==> src/rtl/axi_lite_arbiter.sv <==
// axi_lite_arbiter: shares one AXI4-Lite slave port between the instruction-fetch master (read-only)
//   and the load/store master (read/write). Only one transaction is in flight at a time.
// Latency: a request seen in IDLE in cycle N drives the slave-side valid from cycle N+1.
//   Responses pass combinationally back to the owning master.
// Backpressure: the master-side readys mirror the slave readys for the granted master only. No master-side
//   ready is asserted in IDLE, and the grant is held until the response handshake completes.
// Ports: clk/rst (async, active-low); if_* = IF read master; ls_* = LSU read/write master;
//   s_* = slave port; grant = one-hot owner ([0]=IF, [1]=LSU); busy = not IDLE.
// Optional macro AXI_ARB_ROUND_ROBIN_EN: round-robin priority between IF and LSU, based on the last
//   master to complete. When the macro is undefined, priority is fixed: LSU write > LSU read > IF read.
module axi_lite_arbiter #(
  parameter int AW = 32,
  parameter int DW = 32
) (
  input  logic            clk,
  input  logic            rst,
  // IF read master
  input  logic            if_arvalid,
  output logic            if_arready,
  input  logic [AW-1:0]   if_araddr,
  output logic            if_rvalid,
  input  logic            if_rready,
  output logic [DW-1:0]   if_rdata,
  output logic [1:0]      if_rresp,
  // LSU read/write master
  input  logic            ls_arvalid,
  output logic            ls_arready,
  input  logic [AW-1:0]   ls_araddr,
  output logic            ls_rvalid,
  input  logic            ls_rready,
  output logic [DW-1:0]   ls_rdata,
  output logic [1:0]      ls_rresp,
  input  logic            ls_awvalid,
  output logic            ls_awready,
  input  logic [AW-1:0]   ls_awaddr,
  input  logic            ls_wvalid,
  output logic            ls_wready,
  input  logic [DW-1:0]   ls_wdata,
  input  logic [DW/8-1:0] ls_wstrb,
  output logic            ls_bvalid,
  input  logic            ls_bready,
  output logic [1:0]      ls_bresp,
  // slave port
  output logic            s_arvalid,
  output logic [AW-1:0]   s_araddr,
  input  logic            s_arready,
  input  logic            s_rvalid,
  input  logic [DW-1:0]   s_rdata,
  input  logic [1:0]      s_rresp,
  output logic            s_rready,
  output logic            s_awvalid,
  output logic [AW-1:0]   s_awaddr,
  input  logic            s_awready,
  output logic            s_wvalid,
  output logic [DW-1:0]   s_wdata,
  output logic [DW/8-1:0] s_wstrb,
  input  logic            s_wready,
  input  logic            s_bvalid,
  input  logic [1:0]      s_bresp,
  output logic            s_bready,
  // status
  output logic [1:0]      grant,
  output logic            busy
);

  typedef enum logic [2:0] {IDLE, RADDR, RDATA, WADDR, WRESP} state_t;

  state_t     state, state_nxt;
  logic [1:0] grant_nxt;
  logic       wr_aw_done, wr_w_done, aw_done_nxt, w_done_nxt;
  logic       ls_wr_req, ls_req, pick_ls;
  logic       aw_hs, w_hs;

`ifdef AXI_ARB_ROUND_ROBIN_EN
  logic last_grant, last_grant_nxt;  // 0 = IF completed last, 1 = LSU completed last
`endif

  always_ff @(posedge clk or negedge rst) begin
    if (!rst) begin
      state      <= IDLE;
      grant      <= 2'b00;
      wr_aw_done <= 1'b0;
      wr_w_done  <= 1'b0;
`ifdef AXI_ARB_ROUND_ROBIN_EN
      last_grant <= 1'b0;
`endif
    end else begin
      state      <= state_nxt;
      grant      <= grant_nxt;
      wr_aw_done <= aw_done_nxt;
      wr_w_done  <= w_done_nxt;
`ifdef AXI_ARB_ROUND_ROBIN_EN
      last_grant <= last_grant_nxt;
`endif
    end
  end

  assign ls_wr_req = ls_awvalid & ls_wvalid;
  assign ls_req    = ls_wr_req | ls_arvalid;
`ifdef AXI_ARB_ROUND_ROBIN_EN
  // A tie goes to whichever master did not complete last.
  assign pick_ls   = ls_req & ~(if_arvalid & last_grant);
`else
  assign pick_ls   = ls_req;
`endif

  // Address and write data are steered regardless of state. Only the valids and readys are gated.
  assign s_araddr = grant[1] ? ls_araddr : if_araddr;
  assign s_awaddr = ls_awaddr;
  assign s_wdata  = ls_wdata;
  assign s_wstrb  = ls_wstrb;
  assign busy     = (state != IDLE);

  // Write-phase handshakes. The done flags mask channels that have already completed.
  assign aw_hs = (state == WADDR) & ls_awvalid & ~wr_aw_done & s_awready;
  assign w_hs  = (state == WADDR) & ls_wvalid  & ~wr_w_done  & s_wready;

  always_comb begin
    state_nxt   = state;
    grant_nxt   = grant;
    aw_done_nxt = wr_aw_done;
    w_done_nxt  = wr_w_done;
`ifdef AXI_ARB_ROUND_ROBIN_EN
    last_grant_nxt = last_grant;
`endif
    if_arready = 1'b0;  if_rvalid = 1'b0;  if_rdata = '0;  if_rresp = 2'b00;
    ls_arready = 1'b0;  ls_rvalid = 1'b0;  ls_rdata = '0;  ls_rresp = 2'b00;
    ls_awready = 1'b0;  ls_wready = 1'b0;  ls_bvalid = 1'b0;  ls_bresp = 2'b00;
    s_arvalid  = 1'b0;  s_rready  = 1'b0;  s_awvalid = 1'b0;  s_wvalid = 1'b0;
    s_bready   = 1'b0;

    case (state)
      IDLE: begin
        if (pick_ls) begin
          grant_nxt = 2'b10;
          state_nxt = ls_wr_req ? WADDR : RADDR;
        end else if (if_arvalid) begin
          grant_nxt = 2'b01;
          state_nxt = RADDR;
        end
      end
      RADDR: begin
        if (grant[1]) begin
          s_arvalid  = ls_arvalid;
          ls_arready = s_arready;
        end else begin
          s_arvalid  = if_arvalid;
          if_arready = s_arready;
        end
        if (s_arvalid && s_arready) state_nxt = RDATA;
      end
      RDATA: begin
        if (grant[1]) begin
          ls_rvalid = s_rvalid;
          ls_rdata  = s_rdata;
          ls_rresp  = s_rresp;
          s_rready  = ls_rready;
        end else begin
          if_rvalid = s_rvalid;
          if_rdata  = s_rdata;
          if_rresp  = s_rresp;
          s_rready  = if_rready;
        end
        if (s_rvalid && s_rready) begin
          state_nxt = IDLE;
          grant_nxt = 2'b00;
`ifdef AXI_ARB_ROUND_ROBIN_EN
          last_grant_nxt = grant[1];
`endif
        end
      end
      WADDR: begin
        s_awvalid  = ls_awvalid & ~wr_aw_done;
        s_wvalid   = ls_wvalid  & ~wr_w_done;
        ls_awready = s_awready  & ~wr_aw_done;
        ls_wready  = s_wready   & ~wr_w_done;
        // Both channels are complete once each has either finished earlier or handshakes this cycle.
        if ((wr_aw_done | aw_hs) && (wr_w_done | w_hs)) begin
          state_nxt   = WRESP;
          aw_done_nxt = 1'b0;
          w_done_nxt  = 1'b0;
        end else begin
          aw_done_nxt = wr_aw_done | aw_hs;
          w_done_nxt  = wr_w_done  | w_hs;
        end
      end
      WRESP: begin
        ls_bvalid = s_bvalid;
        ls_bresp  = s_bresp;
        s_bready  = ls_bready;
        if (s_bvalid && s_bready) begin
          state_nxt = IDLE;
          grant_nxt = 2'b00;
`ifdef AXI_ARB_ROUND_ROBIN_EN
          last_grant_nxt = 1'b1;
`endif
        end
      end
      default: begin
        state_nxt = IDLE;
        grant_nxt = 2'b00;
      end
    endcase
  end

endmodule

==> config.mk <==
export PLATFORM = sky130hd
export DESIGN_NAME = axi_lite_arbiter
export DESIGN_NICKNAME = d
export VERILOG_FILES = /design/src/rtl/axi_lite_arbiter.sv
export SDC_FILE = /design/constraint.sdc
export NUM_CORES = 1
export LEC_CHECK = 0
export CAP_MARGIN = 30
export CORE_AREA = 2 2 142 144
export CTS_BUF_LIST = sky130_fd_sc_hd__clkbuf_4
export DETAILED_ROUTE_END_ITERATION = 6
export DIE_AREA = 0 0 144 146
export DONT_BUFFER_PORTS = 1
export HOLD_SLACK_MARGIN = 0.15
export PLACE_DENSITY = 0.3
export SLEW_MARGIN = 25
export SYNTH_ARGS = -nofsm -noshare
export SYNTH_HDL_FRONTEND = slang
export SYNTH_SLANG_ARGS = --single-unit
==> constraint.sdc <==
create_clock -name clk -period 3.9 [get_ports clk]
set_input_delay 0.78 -clock clk [delete_from_list [all_inputs] [get_ports clk]]
set_output_delay 0.78 -clock clk [all_outputs]
set_load 0.02 [all_outputs]
**Yosys cells after proc, flatten, opt, wreduce, memory -nomap -nowiden**

Index checks and enable logic that the tools add are counted.

- Mux-type cells: 45
- Reductions and logical operators: 9
- Equal/unequal tests: 9
- Bitwise logic cells: 17

Operators with widths:

| cell | count |
|---|---|
| $mux W32 | 5 |
| $mux W1 | 22 |
| $mux W2 | 10 |
| $mux W3 | 6 |
| $pmux W3 S5 | 1 |
| $and A1 B1 Y1 | 11 |
| $pmux W2 S4 | 1 |
| $eq A3 B2 Y1 const B | 2 |
| $ne A2 B2 Y1 const B | 3 |
| $reduce_and A5 Y1 | 1 |
| $logic_and A1 B1 Y1 | 4 |
| $reduce_and A4 Y1 | 1 |
| $eq A3 B1 Y1 const B | 1 |
| $eq A3 B3 Y1 const B | 1 |
| $logic_not A3 Y1 | 1 |
| $ne A3 B3 Y1 const B | 1 |
| $not A1 Y1 | 3 |
| $or A1 B1 Y1 | 3 |
| $reduce_bool A3 Y1 | 1 |
| $ne A2 B1 Y1 const B | 1 |
| $reduce_or A2 Y1 | 1 |

- Input port bits: 182
- Output and inout port bits: 185
- Register bits: 7
- Word-level logic and storage cells: 84

**Depth between registers and ports, before layout**

Gate-level depths: netlist (run 1).

- Word-level depth: 8
- Gate-level depth with buffers: 5
- Mapped depth without buffers: 4

**Worst setup path after synthesis (run 1)**

No wires, ideal clock.

- Path kind: reg2out
- Start point: register state[2]
- End point: output port ls_awready
- Cell stages (with the launch flop): 4
- Path slack: 1.774 ns
- Path buffers: 0
- Required time: 3.120 ns
- Arrival: 1.346 ns
- Cells stage by stage: dfrtp_1 > and2b_1 > nand2_1 > nor3b_1

- Longest elaborated chain between the ends: 2

Ends and longest elaborated chain:

| what | RTL line | source |
|---|---|---|
| start: declaration | 68 | `state_t state, state_nxt;` |
| start signal: assignment | 88 | `state <= state_nxt;` |
| $eq A3 B2 Y1 | 132 | `case (state)` |
| $mux W1 | 132 |  |
| end: declaration | 34 | `output logic ls_awready,` |

No other way between the ends.

**Final worst setup path (run 1)**

- Start point: register grant[1]
- End point: output port ls_rdata[0]

- Longest elaborated chain between the ends: 2

Ends and longest elaborated chain:

| what | RTL line | source |
|---|---|---|
| start: declaration | 62 | `output logic [1:0] grant,` |
| start signal: assignment | 89 | `grant <= grant_nxt;` |
| $mux W32 | 153 | `if (grant[1]) begin` |
| $mux W32 | 132 |  |
| end: declaration | 31 | `output logic [DW-1:0] ls_rdata,` |

No other way between the ends.

==> impl_metrics.env, run 1 <==
export IMPL_io_pins=367
export IMPL_wl_cell_um=15.1
export IMPL_rrSetupSlack_ps=1910
export IMPL_setup_repair_after_global_routing_missed_its_margin="false"
export IMPL_synth_async_sr_flop_share_pct=100
export IMPL_crit_chain="and3_1 > buf_4 > and2_1"
export IMPL_syn_nets=425
export IMPL_busiest_layer="met2"
export IMPL_cts_resized_gates=0
export IMPL_setup_tns_ps=0
export IMPL_crit_family="flip-flops"
export IMPL_gpl_final_weighted_congestion=0.785
export IMPL_drt_iter0_markers=56
export IMPL_final_cell_area_um2=1730
export IMPL_ys_top_cells_by_area="sky130_fd_sc_hd__buf_4, sky130_fd_sc_hd__mux2_2, sky130_fd_sc_hd__and2_1, sky130_fd_sc_hd__dfrtp_1, sky130_fd_sc_hd__and2_4"
export IMPL_layout_min_cycle_time_ps=2920
export IMPL_synth_edf_count=0
export IMPL_core_region_area_um2=19300
export IMPL_ant_nets=0
export IMPL_irDropWorstVdd_mv=0.217
export IMPL_antennaDiodeCount=0
export IMPL_netlist_instances=243
export IMPL_main_combinational_cell_family_by_area_after_synthesis="simple AND/OR/NAND/NOR gates"
export IMPL_synth_mux_area_share_pct=19.9
export IMPL_drt_pass1_iterations=4
export IMPL_slew_headroom_pct=38.5
export IMPL_post_synth_cell_types=31
export IMPL_critical_path_class="reg -> out"
export IMPL_ys_warn_count=0
export IMPL_multi_input_area_um2=1180
export IMPL_floorplan_initialDensity_pct=10.2
export IMPL_die_width_um=144
export IMPL_finish_net_count=351
export IMPL_holdBufCountCts=0
export IMPL_yosys_area_top_type="sky130_fd_sc_hd__buf_4"
export IMPL_synth_compound_gate_area_share_pct=5.80
export IMPL_summed_instance_area_of_the_synthesized_netlist_um2=1960
export IMPL_worstPathRequired_ps=3120
export IMPL_global_route_met2_usage_pct=10.4
export IMPL_grt_pass1_vias=1431
export IMPL_cts_setup_buffers=0
export IMPL_antenna_found_initial=0
export IMPL_setup_violations_final=0
export IMPL_tightestPinTransition_ps=923
export IMPL_post_synth_most_frequent_cells="sky130_fd_sc_hd__buf_4, sky130_fd_sc_hd__and2_1, sky130_fd_sc_hd__mux2_2, sky130_fd_sc_hd__and2_4"
export IMPL_overflow=0
export IMPL_hpwlAfterDp_mm=5.68
export IMPL_grtUsageMet1_pct=4.78
export IMPL_critPathLaunch="grant[1]$_DFFE_PN0P_"
export IMPL_drv_slew=0
export IMPL_ctsHtreeMaxLevel=1
export IMPL_number_of_sinks_driven_by_the_clock_tree=7
export IMPL_clk_pin_slew_worst_paths_ps=50
export IMPL_rows=51
export IMPL_postPlaceCellArea_um2=1700
export IMPL_cap_violations=0
export IMPL_synth_sequential_area_ratio_pct=8.92
export IMPL_syn_avg_cell_area_um2=8.08
export IMPL_cellLeakagePower_uw=0.000626
export IMPL_synth_xor_xnor_area_share_pct=0
export IMPL_r2r_start="grant[1]$_DFFE_PN0P_"
export IMPL_max_clock_path_buffers=2
export IMPL_synth_simple_gate_area_share_pct=34.4
export IMPL_grt_max_degree=42
export IMPL_timing_final_hold_violations=0
export IMPL_timing_fmax_mhz=342
export IMPL_post_synth_top_area_fraction_pct=27.5
export IMPL_die_area_um2=21000
export IMPL_post_route_cells_drive_above_1_share_pct=36.3
export IMPL_run_status="completed"
export IMPL_min_delay_path_class="in -> async"
export IMPL_setup_slack_ps=978
export IMPL_cts_tree="done"
export IMPL_cts_root_buf="sky130_fd_sc_hd__clkbuf_4"
export IMPL_post_synth_adder_cell_area_pct=0
export IMPL_grtUsageTotal_pct=5.25
export IMPL_met3_usage_pct=0.888
export IMPL_insertion_delay_of_the_later_clocked_pin_in_the_worst_skew_pair_ps=260
export IMPL_worst_clock_skew_ps=0.450
export IMPL_r2r_cells=4
export IMPL_setup_crit_start_kind="flip-flop"
export IMPL_critical_path_buf_inv_count=1
export IMPL_critical_path_max_stage_delay_ps=960
export IMPL_critical_path_peak_fanout=41
export IMPL_die_height_um=146
export IMPL_area_growth_pct=-12.0
export IMPL_drt_total_wl_mm=6.53
export IMPL_synth_most_common_cell="sky130_fd_sc_hd__buf_4"
export IMPL_critical_path_reg2reg_endpoint="state[0]$_DFFE_PN0P_"
export IMPL_fillerInstances=2254
export IMPL_remaining_drc_errors=0
export IMPL_endpoint_kind="output pin"
export IMPL_p_per_area_nw_per_um2=665
export IMPL_post_drt_via_cell_ratio=3.34
export IMPL_place_worst_setup_slack_ps=1210
export IMPL_count_of_input_and_output_buffers=0
export IMPL_vias=1447
export IMPL_regArea_um2=176
export IMPL_ys_flop_type="sky130_fd_sc_hd__dfrtp_1"
export IMPL_min_period_over_period_pct=74.9
export IMPL_cpMaxStageDelayCell="sky130_fd_sc_hd__dfrtp_2"
export IMPL_postSynthRegisterBits=7
export IMPL_grt_first_pass_wirelength_mm=8.38
export IMPL_cts_buffer_count=3
export IMPL_cp_data_arrival_time_ps=2140
[worst register-to-register path, delay by kind of cell, from the launching register on]
kind             cells  cell delay [ps]
AND/OR/NAND/NOR      1              440
flip-flops           1              960
multiplexers         1              210
AO/OA/AOI/OAI        2              250
[how the worst max path moves through the flow]
stage / end / slack, ps / cells after the start
6_report: ls_rdata[0] / 980 / 3
5_1_grt: ls_rdata[30] / 790 / 3
4_1_cts: ls_rdata[30] / 930 / 3
3_5_place_dp: ls_rdata[30] / 1210 / 3
3_3_place_gp: ls_rdata[0] / 1260 / 3
2_1_floorplan: ls_awready / 1770 / 3
[registers in the layout, indices dropped and copies added (netlist names)]
| name | flops |
|---|---|
| grant | 2 |
| wr_w_done | 1 |
| state | 3 |
| wr_aw_done | 1 |
[per-stage QoR]
| step | utilization (%) | power, µW | instances | hold slack [ps] |
|---|---|---|---|---|
| 6_report | 8.94 | 1150 | 433 | 213 |
| 5_1_grt | 8.94 | 1230 | 433 | 201 |
| 4_1_cts | 8.94 | 1160 | 433 | 209 |
| 3_5_place_dp | 8.78 | 1080 | 429 | 485 |
| 3_3_place_gp | 8.78 | 1080 | 429 | 485 |
| 2_1_floorplan | - | 1110 | 243 | 484 |
[power breakdown]
| part | internal [µW] | switching (µW) |
|---|---|---|
| Sequential | 103 | 129 |
| Clock | 46.1 | 29.2 |
| Combinational | 289 | 552 |
[placed cells by master, fill, tap and decap left out]
cell type	count
sky130_fd_sc_hd__nand3_1	2
sky130_fd_sc_hd__buf_4	1
sky130_fd_sc_hd__o211ai_1	1
sky130_fd_sc_hd__nor2b_1	1
sky130_fd_sc_hd__o2bb2ai_1	1
sky130_fd_sc_hd__and3_1	6
sky130_fd_sc_hd__mux2i_1	3
sky130_fd_sc_hd__a31o_2	1
sky130_fd_sc_hd__nor3_2	1
sky130_fd_sc_hd__a21oi_1	4
sky130_fd_sc_hd__mux2_2	32
sky130_fd_sc_hd__o22ai_1	1
sky130_fd_sc_hd__inv_1	1
sky130_fd_sc_hd__a21o_1	4
sky130_fd_sc_hd__o21ai_0	2
sky130_fd_sc_hd__and2b_1	1
sky130_fd_sc_hd__dfrtp_1	6
sky130_fd_sc_hd__nor3b_1	5
sky130_fd_sc_hd__a32o_1	1
sky130_fd_sc_hd__a31oi_1	2
sky130_fd_sc_hd__nor2_2	1
sky130_fd_sc_hd__dfrtp_2	1
sky130_fd_sc_hd__nand2_1	7
sky130_fd_sc_hd__nand2b_1	1
sky130_fd_sc_hd__and2_4	19
sky130_fd_sc_hd__clkbuf_4	4
sky130_fd_sc_hd__and2_1	52
sky130_fd_sc_hd__nor2_4	1
sky130_fd_sc_hd__nor2_1	5
sky130_fd_sc_hd__nor3_1	1
[final cells by class]
type	instances	share of cell area, %
Clock buffer	4	1.74
Inverter	1	0.217
Sequential cell	7	10.2
Tap cell	265	19.2
Timing Repair Buffer	1	0.434
Multi-Input combinational cell	155	68.2
[cells by family after synthesis]
family / Yosys count
mux: 35
buf+inv: 81
simple gates: 103
compound gates: 17
flops: 7
[metal layers]
layer  vias to the layer above  routed length, µm
met2                       181               3380
met3                        43                680
met5                         -                  0
met4                         0                374
li1                        576                  -
met1                       647               2100
(Power assumes the default switching activity.)
==> run 2: changes to the inputs <==
==> constraint.sdc (replaced) <==
create_clock -name clk -period 2.6 [get_ports clk]
set_input_delay 0.52 -clock clk [delete_from_list [all_inputs] [get_ports clk]]
set_output_delay 0.52 -clock clk [all_outputs]
set_load 0.02 [all_outputs]
==> impl_metrics.env, run 2 (synthesized netlist as in run 1, its figures left out) <==
export IMPL_drt_iter0_markers=93
export IMPL_tightestPinTransition_ps=472
export IMPL_antennaDiodeCount=0
export IMPL_endpoint_kind="output pin"
export IMPL_largest_register_ffs=3
export IMPL_hpwlAfterDp_mm=5.80
export IMPL_cts_root_buf="sky130_fd_sc_hd__clkbuf_4"
export IMPL_remaining_drc_errors=0
export IMPL_run_status="completed"
export IMPL_regArea_um2=176
export IMPL_setup_crit_start_kind="flip-flop"
export IMPL_floorplan_initialDensity_pct=10.2
export IMPL_count_of_input_and_output_buffers=0
export IMPL_most_frequent_cells_in_the_layout="sky130_fd_sc_hd__and2_1, sky130_fd_sc_hd__mux2_2, sky130_fd_sc_hd__and2_4"
export IMPL_min_period_over_period_pct=87.8
export IMPL_ctsHtreeMaxLevel=1
export IMPL_drt_pass1_iterations=4
export IMPL_ant_nets=0
export IMPL_layout_commonest_cell="sky130_fd_sc_hd__and2_1"
export IMPL_cellLeakagePower_uw=0.000687
export IMPL_setup_tns_ps=0
export IMPL_die_height_um=146
export IMPL_place_worst_setup_slack_ps=427
export IMPL_grt_first_pass_wirelength_mm=8.69
export IMPL_critical_path_peak_fanout=18
export IMPL_io_pins=367
export IMPL_overflow=0
export IMPL_critical_path_class="reg -> out"
export IMPL_top_regs="state (3), grant (2)"
export IMPL_setup_slack_ps=316
export IMPL_finish_net_count=362
export IMPL_layout_min_cycle_time_ps=2280
export IMPL_die_width_um=144
export IMPL_min_delay_path_class="in -> reg"
export IMPL_grtUsageTotal_pct=5.43
export IMPL_grt_max_degree=38
export IMPL_antenna_found_initial=0
export IMPL_number_of_sinks_driven_by_the_clock_tree=7
export IMPL_wl_cell_um=16.0
export IMPL_timing_final_hold_violations=0
export IMPL_grt_pass1_vias=1442
export IMPL_die_area_um2=21000
export IMPL_core_region_area_um2=19300
export IMPL_setup_repair_after_global_routing_missed_its_margin="false"
export IMPL_drv_slew=0
export IMPL_clk_pin_slew_worst_paths_ps=50
export IMPL_irDropWorstVdd_mv=0.335
export IMPL_cts_tree="done"
export IMPL_post_route_cells_drive_above_1_share_pct=39.7
export IMPL_cap_violations=0
export IMPL_multi_input_area_um2=1190
export IMPL_max_clock_path_buffers=2
export IMPL_post_drt_via_cell_ratio=3.29
export IMPL_setup_violations_final=0
export IMPL_vias=1461
export IMPL_largest_register_by_flop_count="state"
export IMPL_gpl_final_weighted_congestion=0.787
export IMPL_worst_clock_skew_ps=5.21
export IMPL_worstPathRequired_ps=2080
export IMPL_timing_fmax_mhz=438
export IMPL_insertion_delay_of_the_later_clocked_pin_in_the_worst_skew_pair_ps=260
export IMPL_cp_data_arrival_time_ps=1760
export IMPL_rows=51
export IMPL_fillerInstances=2267
export IMPL_cts_buffer_count=3
export IMPL_drt_total_wl_mm=7.12
export IMPL_slew_headroom_pct=68.5
export IMPL_p_per_area_nw_per_um2=1010
export IMPL_area_growth_pct=-6.18
==> run 2: what timing repair did <==
item	CTS	global route
endpoints found under the setup margin	0	35
gates resized for setup	0	1
hold buffers	1	0
endpoints found under the hold margin	7	0
buffers inserted	0	2
==> run 2: cell type report <==
type | instances | area share, %
multi-input cells | 156 | 64.6
well taps | 265 | 18.0
flip-flops and latches | 7 | 9.58
repair buffers | 11 | 5.98
clock buffers | 4 | 1.63
inverters | 1 | 0.204
==> run 2: layer usage <==
| metal | wire length, µm | track usage, % | part of all wire, % | vias to the layer above |
|---|---|---|---|---|
| met2 | 3690 | 10.6 | 52 | 175 |
| li1 | - | - | - | 600 |
| met3 | 779 | 1.58 | 11 | 34 |
| met1 | 2370 | 5.00 | 33 | 652 |
| met4 | 274 | 2.70 | 3.8 | 0 |
| met5 | 0 | 0 | 0 | - |
==> run 2: critical path, cell delays in order, from the launching register on <==
cell                      delay (ps)
sky130_fd_sc_hd__dfrtp_1         570
sky130_fd_sc_hd__nand2_1         310
sky130_fd_sc_hd__nor2_4          200
sky130_fd_sc_hd__buf_12          150
sky130_fd_sc_hd__and2_1          260
==> run 2: worst paths after layout <==
path | cells past startpoint | to | slack, ps | start
worst min-delay path | 2 | wr_aw_done$_DFFE_PN0P_ | 480 | ls_awvalid
worst min register to register | 2 | wr_aw_done$_DFFE_PN0P_ | 600 | wr_aw_done$_DFFE_PN0P_
worst max-delay path | 4 | if_rdata[4] | 320 | state[1]$_DFFE_PN0P_
min in group asynchronous | 1 | state[2]$_DFFE_PN0P_ | 600 | rst
max in group asynchronous | 1 | grant[1]$_DFFE_PN0P_ | 1710 | rst
worst max register to register | 3 | state[0]$_DFFE_PN0P_ | 1040 | state[1]$_DFFE_PN0P_
==> run 2: report_power, final <==
| group | switching [µW] | internal [µW] |
|---|---|---|
| Combinational | 975 | 512 |
| Sequential | 102 | 156 |
| Clock | 42.5 | 69.1 |
| Total | 1120 | 737 |
==> run 2: through the flow <==
step | util (%) | cell area [µm²] | hold WS [ps] | instances | power, µW
CTS | 9.26 | 1790 | 470 | 441 | 1790
finish | 9.53 | 1840 | 477 | 444 | 1860
floorplan | - | 1960 | 224 | 243 | 1660
global route | 9.53 | 1840 | 478 | 444 | 2000
detailed placement | 9.05 | 1750 | 225 | 436 | 1670
global placement | 9.05 | 1750 | 225 | 436 | 1670
==> run 3: changes to the inputs <==
--- a/config.mk
+++ b/config.mk
@@ -5,11 +5,12 @@
 export SDC_FILE = /design/constraint.sdc
 export NUM_CORES = 1
 export LEC_CHECK = 0
+export ABC_AREA = 1
 export CAP_MARGIN = 30
-export CORE_AREA = 2 2 142 144
+export CORE_AREA = 2 2 144 146
 export CTS_BUF_LIST = sky130_fd_sc_hd__clkbuf_4
 export DETAILED_ROUTE_END_ITERATION = 6
-export DIE_AREA = 0 0 144 146
+export DIE_AREA = 0 0 146 148
 export DONT_BUFFER_PORTS = 1
 export HOLD_SLACK_MARGIN = 0.15
 export PLACE_DENSITY = 0.3
==> impl_metrics.env, run 3 <==
export IMPL_die_height_um=148
export IMPL_setup_slack_ps=357
export IMPL_rrSetupSlack_ps=1020
export IMPL_ctsHtreeMaxLevel=1
export IMPL_hold_path_cell_count=4
export IMPL_hold_path_endpoint="grant[1]$_DFFE_PN0P_"
export IMPL_die_width_um=146
export IMPL_area_growth_pct=15.9
export IMPL_grt_max_degree=38
export IMPL_io_pins=367
export IMPL_net_switching_power_uw=1510
export IMPL_cap_violations=0
export IMPL_ys_warn_count=0
export IMPL_power_internal_uw=720
export IMPL_p_per_area_nw_per_um2=998
export IMPL_core_region_area_um2=20000
export IMPL_power_share_switching_pct=67.7
export IMPL_max_clock_path_buffers=2
export IMPL_r2r_cells=9
export IMPL_synth_most_common_cell="sky130_fd_sc_hd__nand2_1"
export IMPL_vias=2116
export IMPL_cp_data_arrival_time_ps=1720
export IMPL_final_cell_area_um2=2230
export IMPL_worstHoldStart="ls_arvalid"
export IMPL_postPlaceCellArea_um2=2190
export IMPL_power_frac_seq_pct=10.9
export IMPL_power_clock_fraction_pct=5.1
export IMPL_post_drt_via_cell_ratio=3.30
export IMPL_tightestPinTransition_ps=413
export IMPL_critical_path_reg2reg_endpoint="state[1]$_DFFE_PN0P_"
export IMPL_cts_root_buf="sky130_fd_sc_hd__clkbuf_4"
export IMPL_min_delay_path_class="in -> reg"
export IMPL_cpMaxStageDelayCell="sky130_fd_sc_hd__dfrtp_1"
export IMPL_cts_buffer_count=3
export IMPL_count_of_input_and_output_buffers=0
export IMPL_antennaDiodeCount=0
export IMPL_syn_nets=562
export IMPL_crit_chain="inv_2 > nand2_1 > nor2_2 > nand2_2 > buf_4 > nor2_1"
export IMPL_most_frequent_cells_in_the_layout="sky130_fd_sc_hd__nand2_1, sky130_fd_sc_hd__nor2_1, sky130_fd_sc_hd__buf_4"
export IMPL_summed_instance_area_of_the_synthesized_netlist_um2=1920
export IMPL_grt_first_pass_wirelength_mm=10.6
export IMPL_gpl_final_weighted_congestion=0.761
export IMPL_utilization_pct=11.1
export IMPL_fillerInstances=2383
export IMPL_floorplan_initialDensity_pct=9.60
export IMPL_drv_slew=0
export IMPL_post_synth_cell_types=23
export IMPL_finish_net_count=554
export IMPL_synth_sequential_area_ratio_pct=9.11
export IMPL_die_area_um2=21600
export IMPL_netlist_instances=380
export IMPL_setup_violations_final=0
export IMPL_critical_path_max_stage_delay_ps=450
export IMPL_postSynthRegisterBits=7
export IMPL_cellLeakagePower_uw=0.00136
export IMPL_cts_setup_buffers=0
export IMPL_worstPathRequired_ps=2080
export IMPL_grtUsageTotal_pct=6.41
export IMPL_post_layout_total_power_uw=2230
export IMPL_syn_avg_cell_area_um2=5.06
export IMPL_post_synth_most_frequent_cells="sky130_fd_sc_hd__nand2_1, sky130_fd_sc_hd__nor2_1, sky130_fd_sc_hd__buf_4, sky130_fd_sc_hd__inv_1, sky130_fd_sc_hd__dfrtp_1"
export IMPL_top_regs="state (3), grant (2)"
export IMPL_run_status="completed"
export IMPL_irDropWorstVdd_mv=0.217
export IMPL_antenna_found_initial=0
export IMPL_setup_tns_ps=0
export IMPL_comb_power_share_pct=84.0
export IMPL_drt_iter0_markers=51
export IMPL_endpoint_kind="output pin"
export IMPL_drt_total_wl_mm=8.07
export IMPL_largest_register_ffs=3
export IMPL_drt_pass1_iterations=4
export IMPL_worst_clock_skew_ps=1.76
export IMPL_remaining_drc_errors=0
export IMPL_overflow=0
export IMPL_slew_headroom_pct=72.5
export IMPL_ys_top_cells_by_area="sky130_fd_sc_hd__buf_4, sky130_fd_sc_hd__nand2_1, sky130_fd_sc_hd__nor2_1, sky130_fd_sc_hd__inv_1, sky130_fd_sc_hd__dfrtp_1"
export IMPL_post_route_cells_drive_above_1_share_pct=22.9
export IMPL_synth_async_sr_flop_share_pct=100
export IMPL_timing_final_hold_violations=0
export IMPL_synth_edf_count=0
export IMPL_critPathLaunch="state[2]$_DFFE_PN0P_"
export IMPL_layout_min_cycle_time_ps=2240
export IMPL_place_worst_setup_slack_ps=613
export IMPL_hpwlAfterDp_mm=6.97
export IMPL_yosys_area_top_type="sky130_fd_sc_hd__buf_4"
export IMPL_ant_nets=0
export IMPL_critical_path_peak_fanout=35
export IMPL_grt_pass1_vias=1907
export IMPL_cts_tree="done"
export IMPL_setup_crit_start_kind="flip-flop"
export IMPL_layout_commonest_cell="sky130_fd_sc_hd__nand2_1"
export IMPL_post_synth_top_area_fraction_pct=26.9
export IMPL_min_period_over_period_pct=86.3
export IMPL_rows=52
export IMPL_setup_repair_after_global_routing_missed_its_margin="false"
export IMPL_largest_register_by_flop_count="state"
export IMPL_ys_flop_type="sky130_fd_sc_hd__dfrtp_1"
export IMPL_r2r_start="grant[1]$_DFFE_PN0P_"
export IMPL_number_of_sinks_driven_by_the_clock_tree=7
export IMPL_timing_fmax_mhz=446
export IMPL_clk_pin_slew_worst_paths_ps=60
export IMPL_critical_path_class="reg -> out"
export IMPL_wl_cell_um=12.6
export IMPL_insertion_delay_of_the_later_clocked_pin_in_the_worst_skew_pair_ps=260
-- run 3: changes by cell type after synthesis, moves of 4 or more --
| cell | previous run | this run |
|---|---|---|
| sky130_fd_sc_hd__nand2_1 | 7 | 128 |
| sky130_fd_sc_hd__nor2_1 | 5 | 81 |
| sky130_fd_sc_hd__and2_1 | 52 | 0 |
| sky130_fd_sc_hd__inv_1 | 1 | 53 |
| sky130_fd_sc_hd__mux2_2 | 32 | 0 |
| sky130_fd_sc_hd__and2_4 | 19 | 0 |
| sky130_fd_sc_hd__clkbuf_1 | 0 | 6 |
| sky130_fd_sc_hd__nand2_2 | 0 | 6 |
| sky130_fd_sc_hd__and3_1 | 6 | 1 |
| sky130_fd_sc_hd__buf_2 | 1 | 6 |
| sky130_fd_sc_hd__nor3b_1 | 5 | 0 |
| sky130_fd_sc_hd__a21o_1 | 4 | 0 |
-- run 3: layer usage --
metal / vias to the layer above / share of wire (%) / global-route usage (%)
met3: 24 / 11 / 1.88
met2: 211 / 53 / 12.9
met4: 0 / 4.0 / 3.50
met5: - / 0 / 0
met1: 873 / 32 / 5.65
li1: 1008 / - / -
-- run 3: what timing repair did --
item                      4_1_cts  5_1_grt
resized for setup               0        0
hold endpoints to repair        7        0
hold buffers                    1        0
-- run 3: power groups by stage --
stage | Combinational, µW | Clock, µW | Sequential [µW]
final | 1870 | 114 | 242
after CTS | 1910 | 120 | 244
after floorplan | 1580 | 0 | 221
after global placement | 1920 | 0 | 245
after detailed placement | 1900 | 0 | 246
after global routing | 2040 | 125 | 249
-- run 3: final cells by class --
type / count / area (µm²) / area share (%)
inverter: 55 / 209 / 9.37
timing repair buffer: 69 / 520 / 23.3
tap: 270 / 338 / 15.2
clock buffer: 4 / 30.0 / 1.35
multi-input combinational: 236 / 957 / 42.9
sequential: 7 / 175 / 7.86
-- run 3: logic make-up after synthesis --
group           count (synthesis)  synth area share, %
compound gates                  5                 1.56
buf+inv                       137                 41.1
flops                           7                 9.11
simple gates                  231                 48.2
-- run 3: metrics by stage --
step                      hold WS (ps)  instances
final                              524        641
after global routing               540        641
after CTS                          523        641
after detailed placement           225        636
after global placement             225        636
after floorplan                    224        380
-- run 3: worst max-delay path by stage --
stage          slack, ps  cells past startpoint            to
2_1_floorplan        780                      6   if_rdata[0]
3_3_place_gp         620                      6  if_rdata[20]
3_5_place_dp         610                      6  if_rdata[24]
4_1_cts              320                      6  if_rdata[24]
5_1_grt              210                      6  if_rdata[19]
6_report             360                      6  if_rdata[20]
-- run 3: critical path, delay by kind of cell, from the launching register on --
kind / cells / cell delay [ps]
buf+inv: 2 / 350
flops: 1 / 450
simple gates: 4 / 630
